### src/rtl/ysyx_23060020_wbu.sv
// Writeback unit: last stage before the register file.
// Retires one instruction at a time from EXU. ALU results write back the cycle
// after acceptance. Loads park in WAIT_LD until the LSU answers, then the raw
// word is byte/half selected, extended and written the following cycle.
// Exposes busy/rd hints so earlier stages can detect hazards on the held rd.
module ysyx_23060020_wbu #(
   parameter int          XLEN   = 32,
   parameter logic [31:0] RST_PC = 32'h8000_0000
) (
   input  logic            clk,
   input  logic            rst,
   input  logic            in_valid,
   output logic            in_ready,
   input  logic [XLEN-1:0] in_pc,
   input  logic [4:0]      in_rd,
   input  logic            in_wen,
   input  logic [XLEN-1:0] in_data,
   input  logic            in_is_load,
   input  logic [2:0]      in_ld_func,
   input  logic [1:0]      in_addr_lo,
   input  logic            lsu_rvalid,
   output logic            lsu_rready,
   input  logic [XLEN-1:0] lsu_rdata,
   input  logic            lsu_rerr,
   output logic            rfwen,
   output logic [4:0]      w1a,
   output logic [XLEN-1:0] w1d,
   output logic            commit_valid,
   output logic [XLEN-1:0] commit_pc,
   output logic            load_err,
   output logic            wb_busy,
   output logic [4:0]      wb_rd
);

   // IDLE: nothing held. WAIT_LD: load waiting on LSU data. WRITE: single
   // cycle in which the held instruction commits and writes the RF.
   typedef enum logic [1:0] {
      IDLE    = 2'd0,
      WAIT_LD = 2'd1,
      WRITE   = 2'd2
   } state_t;

   // Load funct3 encodings handled by the extension logic.
   localparam logic [2:0] FUNC_LB  = 3'b000;
   localparam logic [2:0] FUNC_LH  = 3'b001;
   localparam logic [2:0] FUNC_LBU = 3'b100;
   localparam logic [2:0] FUNC_LHU = 3'b101;

   state_t          state_q,   state_d;
   logic [XLEN-1:0] pc_q,      pc_d;
   logic [4:0]      rd_q,      rd_d;
   logic            wen_q,     wen_d;
   logic [XLEN-1:0] data_q,    data_d;
   logic [2:0]      func_q,    func_d;
   logic [1:0]      lo_q,      lo_d;
   logic            err_q,     err_d;
   logic [XLEN-1:0] last_pc_q, last_pc_d;

   logic accept;

   // Selects the addressed byte or halfword out of the aligned memory word
   // and extends it. The halfword uses only address bit 1, so a misaligned
   // LH/LHU simply reads the halfword containing the address. LW and unused
   // funct3 codes return the word untouched.
   function automatic logic [XLEN-1:0] loadExtend(input logic [2:0]      func,
                                                  input logic [1:0]      lo,
                                                  input logic [XLEN-1:0] word);
      logic [7:0]      byteSel;
      logic [15:0]     halfSel;
      logic [XLEN-1:0] result;
      case (lo)
         2'd0:    byteSel = word[7:0];
         2'd1:    byteSel = word[15:8];
         2'd2:    byteSel = word[23:16];
         default: byteSel = word[31:24];
      endcase
      halfSel = lo[1] ? word[31:16] : word[15:0];
      case (func)
         FUNC_LB:  result = {{24{byteSel[7]}}, byteSel};
         FUNC_LBU: result = {24'd0, byteSel};
         FUNC_LH:  result = {{16{halfSel[15]}}, halfSel};
         FUNC_LHU: result = {16'd0, halfSel};
         default:  result = word;
      endcase
      return result;
   endfunction

   // A new instruction can enter whenever nothing is outstanding on the LSU;
   // taking one during WRITE is what keeps ALU ops flowing one per cycle.
   assign in_ready   = (state_q == IDLE) || (state_q == WRITE);
   assign lsu_rready = (state_q == WAIT_LD);
   assign accept     = in_valid && in_ready;

   // Next-state and field update. Acceptance is applied last so that an
   // instruction arriving in the WRITE cycle overrides the return to IDLE.
   always_comb begin
      state_d   = state_q;
      pc_d      = pc_q;
      rd_d      = rd_q;
      wen_d     = wen_q;
      data_d    = data_q;
      func_d    = func_q;
      lo_d      = lo_q;
      err_d     = err_q;
      last_pc_d = last_pc_q;

      case (state_q)
         IDLE: begin
            state_d = IDLE;
         end
         WAIT_LD: begin
            if (lsu_rvalid) begin
               data_d  = loadExtend(func_q, lo_q, lsu_rdata);
               err_d   = lsu_rerr;
               state_d = WRITE;
            end
         end
         WRITE: begin
            last_pc_d = pc_q;
            state_d   = IDLE;
         end
         default: begin
            state_d = IDLE;
         end
      endcase

      if (accept) begin
         pc_d   = in_pc;
         rd_d   = in_rd;
         wen_d  = in_wen;
         func_d = in_ld_func;
         lo_d   = in_addr_lo;
         err_d  = 1'b0;
         data_d = in_data;
         if (in_is_load) begin
            state_d = WAIT_LD;
         end else begin
            state_d = WRITE;
         end
      end
   end

   // State and held-instruction registers. Reset drops any in-flight load, so
   // a response arriving afterwards finds the unit in IDLE and is ignored.
   always_ff @(posedge clk or posedge rst) begin
      if (rst) begin
         state_q   <= IDLE;
         pc_q      <= '0;
         rd_q      <= '0;
         wen_q     <= 1'b0;
         data_q    <= '0;
         func_q    <= '0;
         lo_q      <= '0;
         err_q     <= 1'b0;
         last_pc_q <= RST_PC;
      end else begin
         state_q   <= state_d;
         pc_q      <= pc_d;
         rd_q      <= rd_d;
         wen_q     <= wen_d;
         data_q    <= data_d;
         func_q    <= func_d;
         lo_q      <= lo_d;
         err_q     <= err_d;
         last_pc_q <= last_pc_d;
      end
   end

   // Commit and RF write happen only in WRITE. A faulted load and writes to
   // x0 still commit but never raise rfwen. commit_pc keeps showing the last
   // retired PC between commits, starting from the reset vector.
   assign commit_valid = (state_q == WRITE);
   assign commit_pc    = commit_valid ? pc_q : last_pc_q;
   assign rfwen        = commit_valid && wen_q && (rd_q != 5'd0) && !err_q;
   assign load_err     = commit_valid && err_q;
   assign w1a          = rd_q;
   assign w1d          = data_q;

   // Hazard hints: the held instruction will still write a real register.
   assign wb_busy = (state_q != IDLE) && wen_q && (rd_q != 5'd0);
   assign wb_rd   = rd_q;

endmodule

### config.mk
export PLATFORM = sky130hd
export DESIGN_NAME = ysyx_23060020_wbu
export DESIGN_NICKNAME = d
export VERILOG_FILES = /design/src/rtl/ysyx_23060020_wbu.sv
export SDC_FILE = /design/constraint.sdc
export NUM_CORES = 1
export LEC_CHECK = 0
export ABC_AREA = 1
export CORE_AREA = 4 4 118 120
export DETAILED_ROUTE_END_ITERATION = 10
export DIE_AREA = 0 0 122 124
export PLACE_DENSITY_LB_ADDON = 0.15
export SLEW_MARGIN = 20
export SYNTH_ARGS = -nofsm -noshare
export SYNTH_HDL_FRONTEND = slang
export SYNTH_SLANG_ARGS = --single-unit
### constraint.sdc
create_clock -name clk -period 2.9 [get_ports clk]
set_input_delay 0.29 -clock clk [delete_from_list [all_inputs] [get_ports clk]]
set_output_delay 0.29 -clock clk [all_outputs]
set_load 0.03 [all_outputs]
After elaboration in Yosys (flattened, before gate mapping)
Cells that the tools add are included.

storage, ports and cells
  memories kept = 0
  bits in writable memories = 0
  input bits = 113
  bits in latches = 0
  ROM bits = 0
  output and inout bits = 80
  word-level logic and storage cells = 48
  register bits after elaboration = 110

operators by class
  equality and inequality tests = 8
  shift-type cells = 0
  $add $sub $neg = 0
  bitwise logic cells = 0
  multiplexer cells = 14
  magnitude comparators = 0
  $mul = 0
  div/mod/pow operators = 0
  reductions and logical operators = 17

operators with widths
  cell                                                    number
  two-way mux 32 bit                                      4
  one-hot mux 32 bit (4 select lines)                     1
  one-hot mux 8 bit (3 select lines)                      1
  two-way mux 16 bit                                      1
  two-way mux 2 bit                                       4
  logical AND 1 bit                                       7
  equality test 3 bit (second input constant)             2
  nonzero test 2 bit                                      3
  nonzero test 5 bit                                      1
  equality test 2 x 1 -> 1 bit (second input constant)    2
  equality test 2 bit (second input constant)             2
  logical NOT 2 bit                                       2
  equality test 3 x 1 -> 1 bit (second input constant)    1
  logical NOT 3 bit                                       1
  two-way mux 1 bit                                       3
  inequality test 3 x 2 -> 1 bit (second input constant)  1
  AND reduction 2 bit                                     1
  logical NOT 1 bit                                       1
  logical OR 1 bit                                        1

Depth between registers and ports, before layout
Gate-level depths: netlist (run 1).

  word-level depth = 6
  mapped depth = 10

Worst setup path before layout (run 1)
OpenSTA, ideal clock, no wires.

  path kind = register to output
  start = register state_q[1]
  end = output port commit_pc[20]
  stages on the path, launching flop included = 6
  arrival = 1.892 ns
  setup slack = 0.718 ns
  buffers on the path = 1
  required time = 2.610 ns
  cells stage by stage = dfrtp_1 -> inv_1 -> nor2_2 -> inv_2 -> clkbuf_1 -> o21ai_0

on the way
  word-level cells in the longest chain between the ends = 2

RTL lines
  item                      line  text
  start: declaration        49    state_t state_q, state_d;
  start signal: assignment  157   state_q <= state_d;
  equality test 2 bit       172   assign commit_valid = (state_q == WRITE);
  via commit_valid          28    output logic commit_valid,
  two-way mux 32 bit        n/a
  end: declaration          29    output logic [XLEN-1:0] commit_pc,

The timed path passes the listed nets, and every way through them passes these cells.

Final worst setup path (run 1)
  start = register state_q[1]
  end = output port commit_pc[9]

on the way
  word-level cells in the longest chain between the ends = 2

RTL lines
  item                 line
  equality test 2 bit  172
  two-way mux 32 bit   n/a

Every way passes these cells.

==> results of run 1 <==
where the power goes:
group | total [mW] | switching [mW] | internal (mW)
clock | 1.34 | 0.560 | 0.778
combinational | 2.25 | 1.35 | 0.897
sequential | 2.08 | 0.176 | 1.90
metal layers:
metal / share of wire, % / vias to the layer above
li1: - / 2368
met3: 8.4 / 19
met1: 43 / 2146
met5: 0 / -
met2: 46 / 177
met4: 2.2 / 0
area by class of cell:
type                       instances  area share [%]
multi-input combinational        431            25.7
clock buffer                      10            3.21
tap                              176            2.96
sequential                       110            37.0
timing repair buffer             195            26.6
inverter                          65            3.36
clock inverter                     5            1.09
cells in the final DEF (no fill, tap or decap), types with 2 or more instances in the layout:
cell type / count
nand2_1: 231
clkdlybuf4s50_1: 192
dfrtp_1: 109
o21ai_0: 72
inv_1: 59
a21oi_1: 53
nor2_1: 26
o21ai_1: 17
nand3_1: 10
clkbuf_16: 9
nand2_4: 5
inv_2: 4
o211ai_1: 4
buf_12: 3
nand3_2: 2
o31ai_1: 2
clkinvlp_4: 2
a31oi_1: 2
bufinv_16: 2
kinds of logic after synthesis:
| kind of cell | after synthesis | share of synthesized area (%) |
|---|---|---|
| AND/OR/NAND/NOR | 281 | 22.4 |
| AO/OA/AOI/OAI | 150 | 15.0 |
| flip-flops | 110 | 53.9 |
| buffers and inverters | 101 | 8.65 |
synth_stat cells (4+ instances only):
cell and count:
nor2_1 26, inv_2 5, buf_4 7, nand2_4 5, nand2_1 231, clkbuf_1 10
inv_1 60, o211ai_1 4, o21ai_1 17, dfrtp_1 109, nand3_1 10, o21ai_0 72
buf_2 17, a21oi_1 53
worst max-delay path, cell delays in order, from the launching register on:
cell and delay (ns):
dfrtp_1 0.43, inv_1 0.07, nor2_2 0.19, inv_4 0.22, o21ai_0 0.35, clkdlybuf4s50_1 0.74
worst paths after layout:
kind	from	end	slack (ns)	depth (start not counted)
max	state_q[1]	commit_pc[9]	0.23	5
max in group asynchronous	rst	w1a[1]	1.98	3
min	rst	last_pc_q[6]	0.41	3
min reg2reg	w1d[6]	w1d[6]	0.48	2
min in group clk	in_ld_func[1]	func_q[1]	0.47	3
max reg2reg	state_q[0]	w1d[30]	1.00	6
what timing repair did:
item,4_1_cts,5_1_grt
gates resized for setup,1,0
endpoints found under the setup margin,16,0
endpoints found under the hold margin,0,0
sequential cells by signal (all words and copies together) (netlist names):
| name | cells |
|---|---|
| err_q | 1 |
| func_q | 3 |
| last_pc_q | 32 |
| lo_q | 2 |
| pc_q | 32 |
| state_q | 2 |
| w1a | 5 |
| w1d | 32 |
| wen_q | 1 |
stage by stage:
stage                     setup WS (ns)  util (%)  std cells
after floorplan                   0.718         -        642
after global placement            0.414      54.8        977
after detailed placement          0.356      54.8        977
after CTS                         0.210      57.3        992
after global routing             0.0593      57.3        992
final                             0.229      57.3        992
==> impl_metrics.tcl, run 1 <==
set metrics [dict create \
    outcome "complete, no violations" \
    ys.flop_type "dfrtp_1" \
    rsz0062_at_grt "false" \
    io_buffers 192 \
    nFillCells 1232 \
    grt_usage_pct 19.7 \
    yosys.area.top_type "dfrtp_1" \
    max_clock_freq_mhz 374 \
    synth_top_area_share_pct 53.4 \
    required_ns 2.61 \
    fin_nets 925 \
    clock_sinks 110 \
    post_cts_buffers 0 \
    wl_per_cell_um 14.8 \
    critPathMaxFanout 64 \
    multi_input_area_mm2 0.00191 \
    async_flop_share_pct 100 \
    ys_ff_latch 110 \
    yosysWarnings 0 \
    dr.pass1.iters 6 \
    ir_drop_mv 0.308 \
    criticalPathCategory "reg2out" \
    report.final.slew_viol_count 0 \
    drtIter0Drc 383 \
    cts_max_level 3 \
    finalHoldViolCount 0 \
    fin_crit_ns 2.67 \
    grt_pass1_wl_um 23500 \
    arrival_ns 2.38 \
    synthCells 642 \
    tritoncts "done" \
    met2_usage_pct 31.0 \
    setup_viol_count_final 0 \
    end_kind "primary output" \
    viasPerCell 4.75 \
    ys_types 26 \
    cts_buffers 9 \
    dieArea_mm2 0.0151 \
    start_util_pct 39.3 \
    synth_edf_count 0 \
    regArea_mm2 0.00275 \
    num_io_pins 193 \
    holdBufCountCts 0 \
    n_antenna_cell 0 \
    die_width_um 122 \
    clk_path_buf_depth 2 \
    dr_total_vias 4710 \
    dp_hpwl_um 10900 \
    first_global_vias 4737 \
    use_met1_pct 26.0 \
    detail-route-antenna-nets 0 \
    clock_skew_ns 0.00422 \
    antenna_found_initial 0 \
    pwr_density_cell_mw_per_mm2 762 \
    clock_latency_ns 0.34 \
    fin_crit_sh_pct 92.1 \
    grt_use_met3_pct 5.68 \
    finalPower_mw 5.67 \
    drv_cap 0 \
    worstMarginPinSlew_ns 0.674 \
    avgSynthCellArea_um2 7.95 \
    die_h_um 124 \
    holdWs_ns 0.408 \
    drive_gt1_share_pct 4.53 \
    syn_nets 755 \
    holdCritPathClass "in2async" \
    core-area_mm2 0.0130 \
    fin_area_mm2 0.00744 \
    grt_max_degree 111 \
    max_slew_margin_pct 55.0 \
    wl_um 14700 \
    syn-cell-area_mm2 0.00511 \
    cts-root-buf "clkbuf_16" \
    setup_tns_ns 0 \
    grt_overflow_total 0 \
    clkTransAtPathRegs_ns 0.07 \
    area_delta_synth_final_pct 45.7 \
    rows 42 \
    routabilityCongestion 0.832 \
    drc_errors 0 \
    synth_top_cells_by_area "dfrtp_1 53%, nand2_1 17%, o21ai_0 7.1%, a21oi_1 5.2%, inv_1 4.4%" \
    start_kind "flip-flop" \
    dpl_cell_area_mm2 0.00711 \
    p_leak_nw 3.48 \
    ys_seq_area_share_pct 53.9 \
    grt.busiest_layer "met2" \
]
Power figures use the tool's default switching activity.
==> inputs of run 2 (changes only) <==
--- a/config.mk
+++ b/config.mk
@@ -9,7 +9,7 @@
 export CORE_AREA = 4 4 118 120
 export DETAILED_ROUTE_END_ITERATION = 10
 export DIE_AREA = 0 0 122 124
-export PLACE_DENSITY_LB_ADDON = 0.15
+export PLACE_DENSITY = 0.76
 export SLEW_MARGIN = 20
 export SYNTH_ARGS = -nofsm -noshare
 export SYNTH_HDL_FRONTEND = slang
==> run 2 against run 1 <==
Compared with the run above: sequential power about the same; cell area grew 0.35%; non-clock buffer count is 3 higher; clock power is 3% lower; combinational power about the same; clock skew increased by 0.0025 ns; register-to-register slack worse by 0.08 ns; setup slack improved by 0.053 ns; first-iteration DRC count shrank 25%; cell count up 0.40%.
==> impl_metrics.tcl, run 2 (synthesis gave the netlist of run 1 again) <==
set metrics [dict create \
    finalHoldViolCount 0 \
    r2r_end "w1d[22]" \
    nFillCells 1205 \
    fin_nets 928 \
    tritoncts "done" \
    rsz0062_at_grt "false" \
    cts_max_level 3 \
    ff2ff_path_depth 8 \
    dp_hpwl_um 11100 \
    end_kind "primary output" \
    dr_total_vias 4746 \
    p_int_mw 3.50 \
    clk_path_buf_depth 2 \
    setup_viol_count_final 0 \
    layout_commonest_cell "nand2_1" \
    drive_gt1_share_pct 4.88 \
    start_util_pct 39.3 \
    cts_buffers 9 \
    detail-route-antenna-nets 0 \
    grt_max_degree 67 \
    io_buffers 192 \
    pwr-share-clk_pct 23.0 \
    clock_skew_ns 0.00670 \
    post_cts_buffers 0 \
    cpPeakStageDelay_ns 0.73 \
    p_switching_mw 2.15 \
    clock_latency_ns 0.35 \
    clock_sinks 110 \
    start_kind "flip-flop" \
    die_h_um 124 \
    holdBufCountCts 0 \
    ir_drop_mv 0.447 \
    fin_crit_sh_pct 90.3 \
    drv_cap 0 \
    utilization_pct 57.5 \
    routabilityCongestion 0.839 \
    r2r-start "state_q[0]" \
    wl_per_cell_um 15.4 \
    setup_tns_ns 0 \
    rrSetupSlack_ns 0.92 \
    cts-root-buf "clkbuf_16" \
    core-area_mm2 0.0130 \
    grt_pass1_wl_um 24500 \
    grt_overflow_total 0 \
    die_width_um 122 \
    area_delta_synth_final_pct 46.2 \
    rows 42 \
    path_buf_inv 3 \
    max_clock_freq_mhz 382 \
    outcome "complete, no violations" \
    criticalPathCategory "reg2out" \
    ctsResizeCount 1 \
    grt_usage_pct 20.7 \
    clkTransAtPathRegs_ns 0.08 \
    cp.depth 5 \
    swShare_pct 38.1 \
    drc_errors 0 \
    multi_input_area_mm2 0.00191 \
    wl_um 15300 \
    drtIter0Drc 287 \
    num_io_pins 193 \
    p_leak_nw 3.49 \
    comb_power_share_pct 40.2 \
    crit_chain "inv_1 > nor2_2 > inv_4 > o21ai_0 > clkdlybuf4s50_1" \
    holdCritPathClass "in2async" \
    finalPower_mw 5.65 \
    arrival_ns 2.33 \
    mostFrequentLayoutCells "231 x nand2_1, 192 x clkdlybuf4s50_1, 109 x dfrtp_1, 72 x o21ai_0, 59 x inv_1" \
    n_antenna_cell 0 \
    pwr_density_cell_mw_per_mm2 757 \
    regArea_mm2 0.00275 \
    critPathMaxFanout 64 \
    first_global_vias 4817 \
    pwr-share-seq_pct 36.8 \
    antenna_found_initial 0 \
    worstMarginPinSlew_ns 0.609 \
    worst_slack_ns 0.283 \
    dr.pass1.iters 5 \
    dieArea_mm2 0.0151 \
    max_slew_margin_pct 59.4 \
    viasPerCell 4.77 \
    report.final.slew_viol_count 0 \
    required_ns 2.61 \
    crit_family "buffers and inverters" \
    dp_slack_ns 0.361 \
    fin_crit_ns 2.62 \
    crit_slowest_cell "clkdlybuf4s50_1" \
]
run 2: cell types whose count changed in the layout (fill, tap and decap cells not counted), sizes merged:
cell,change
buf,+3
clkinv,+2
bufinv,-1
run 2: power by group through the flow:
| stage | clock (mW) | sequential [mW] | combinational (mW) |
|---|---|---|---|
| 2_1_floorplan | 0 | 2.34 | 1.07 |
| 3_3_place_gp | 0 | 2.10 | 2.25 |
| 3_5_place_dp | 0 | 2.10 | 2.28 |
| 4_1_cts | 1.34 | 2.08 | 2.29 |
| 5_1_grt | 1.39 | 2.12 | 2.47 |
| 6_report | 1.30 | 2.08 | 2.27 |
run 2: metrics by stage:
step | cells | area [µm²] | hold WS, ns
2_1_floorplan | 642 | 5110 | 0.388
3_3_place_gp | 980 | 7150 | 0.460
3_5_place_dp | 980 | 7150 | 0.466
4_1_cts | 996 | 7460 | 0.260
5_1_grt | 996 | 7460 | 0.275
6_report | 996 | 7460 | 0.267
run 2: worst max-delay path by stage:
stage | from | endpoint | slack (ns)
after global routing | state_q[1] | commit_pc[1] | 0.07
final | state_q[1] | commit_pc[2] | 0.28
after global placement | state_q[1] | commit_pc[0] | 0.46
after floorplan | state_q[1] | commit_pc[20] | 0.72
after detailed placement | state_q[1] | commit_pc[1] | 0.36
after CTS | state_q[1] | commit_pc[0] | 0.23
run 2: area by class of cell:
cell class	count	area share [%]
flip-flops and latches	110	36.9
repair buffers	198	27.0
multi-input cells	431	25.6
inverters	65	3.35
clock buffers	10	3.07
well taps	176	2.95
clock inverters	6	1.11
run 2: layer usage:
metal	vias to the layer above	wire [µm]	GRT usage, %	part of all wire, %
li1	2374	-	-	-
met5	-	0	0	0
met4	0	340	6.86	2.2
met2	188	6970	33.6	46
met1	2162	6440	25.2	42
met3	22	1550	8.58	10
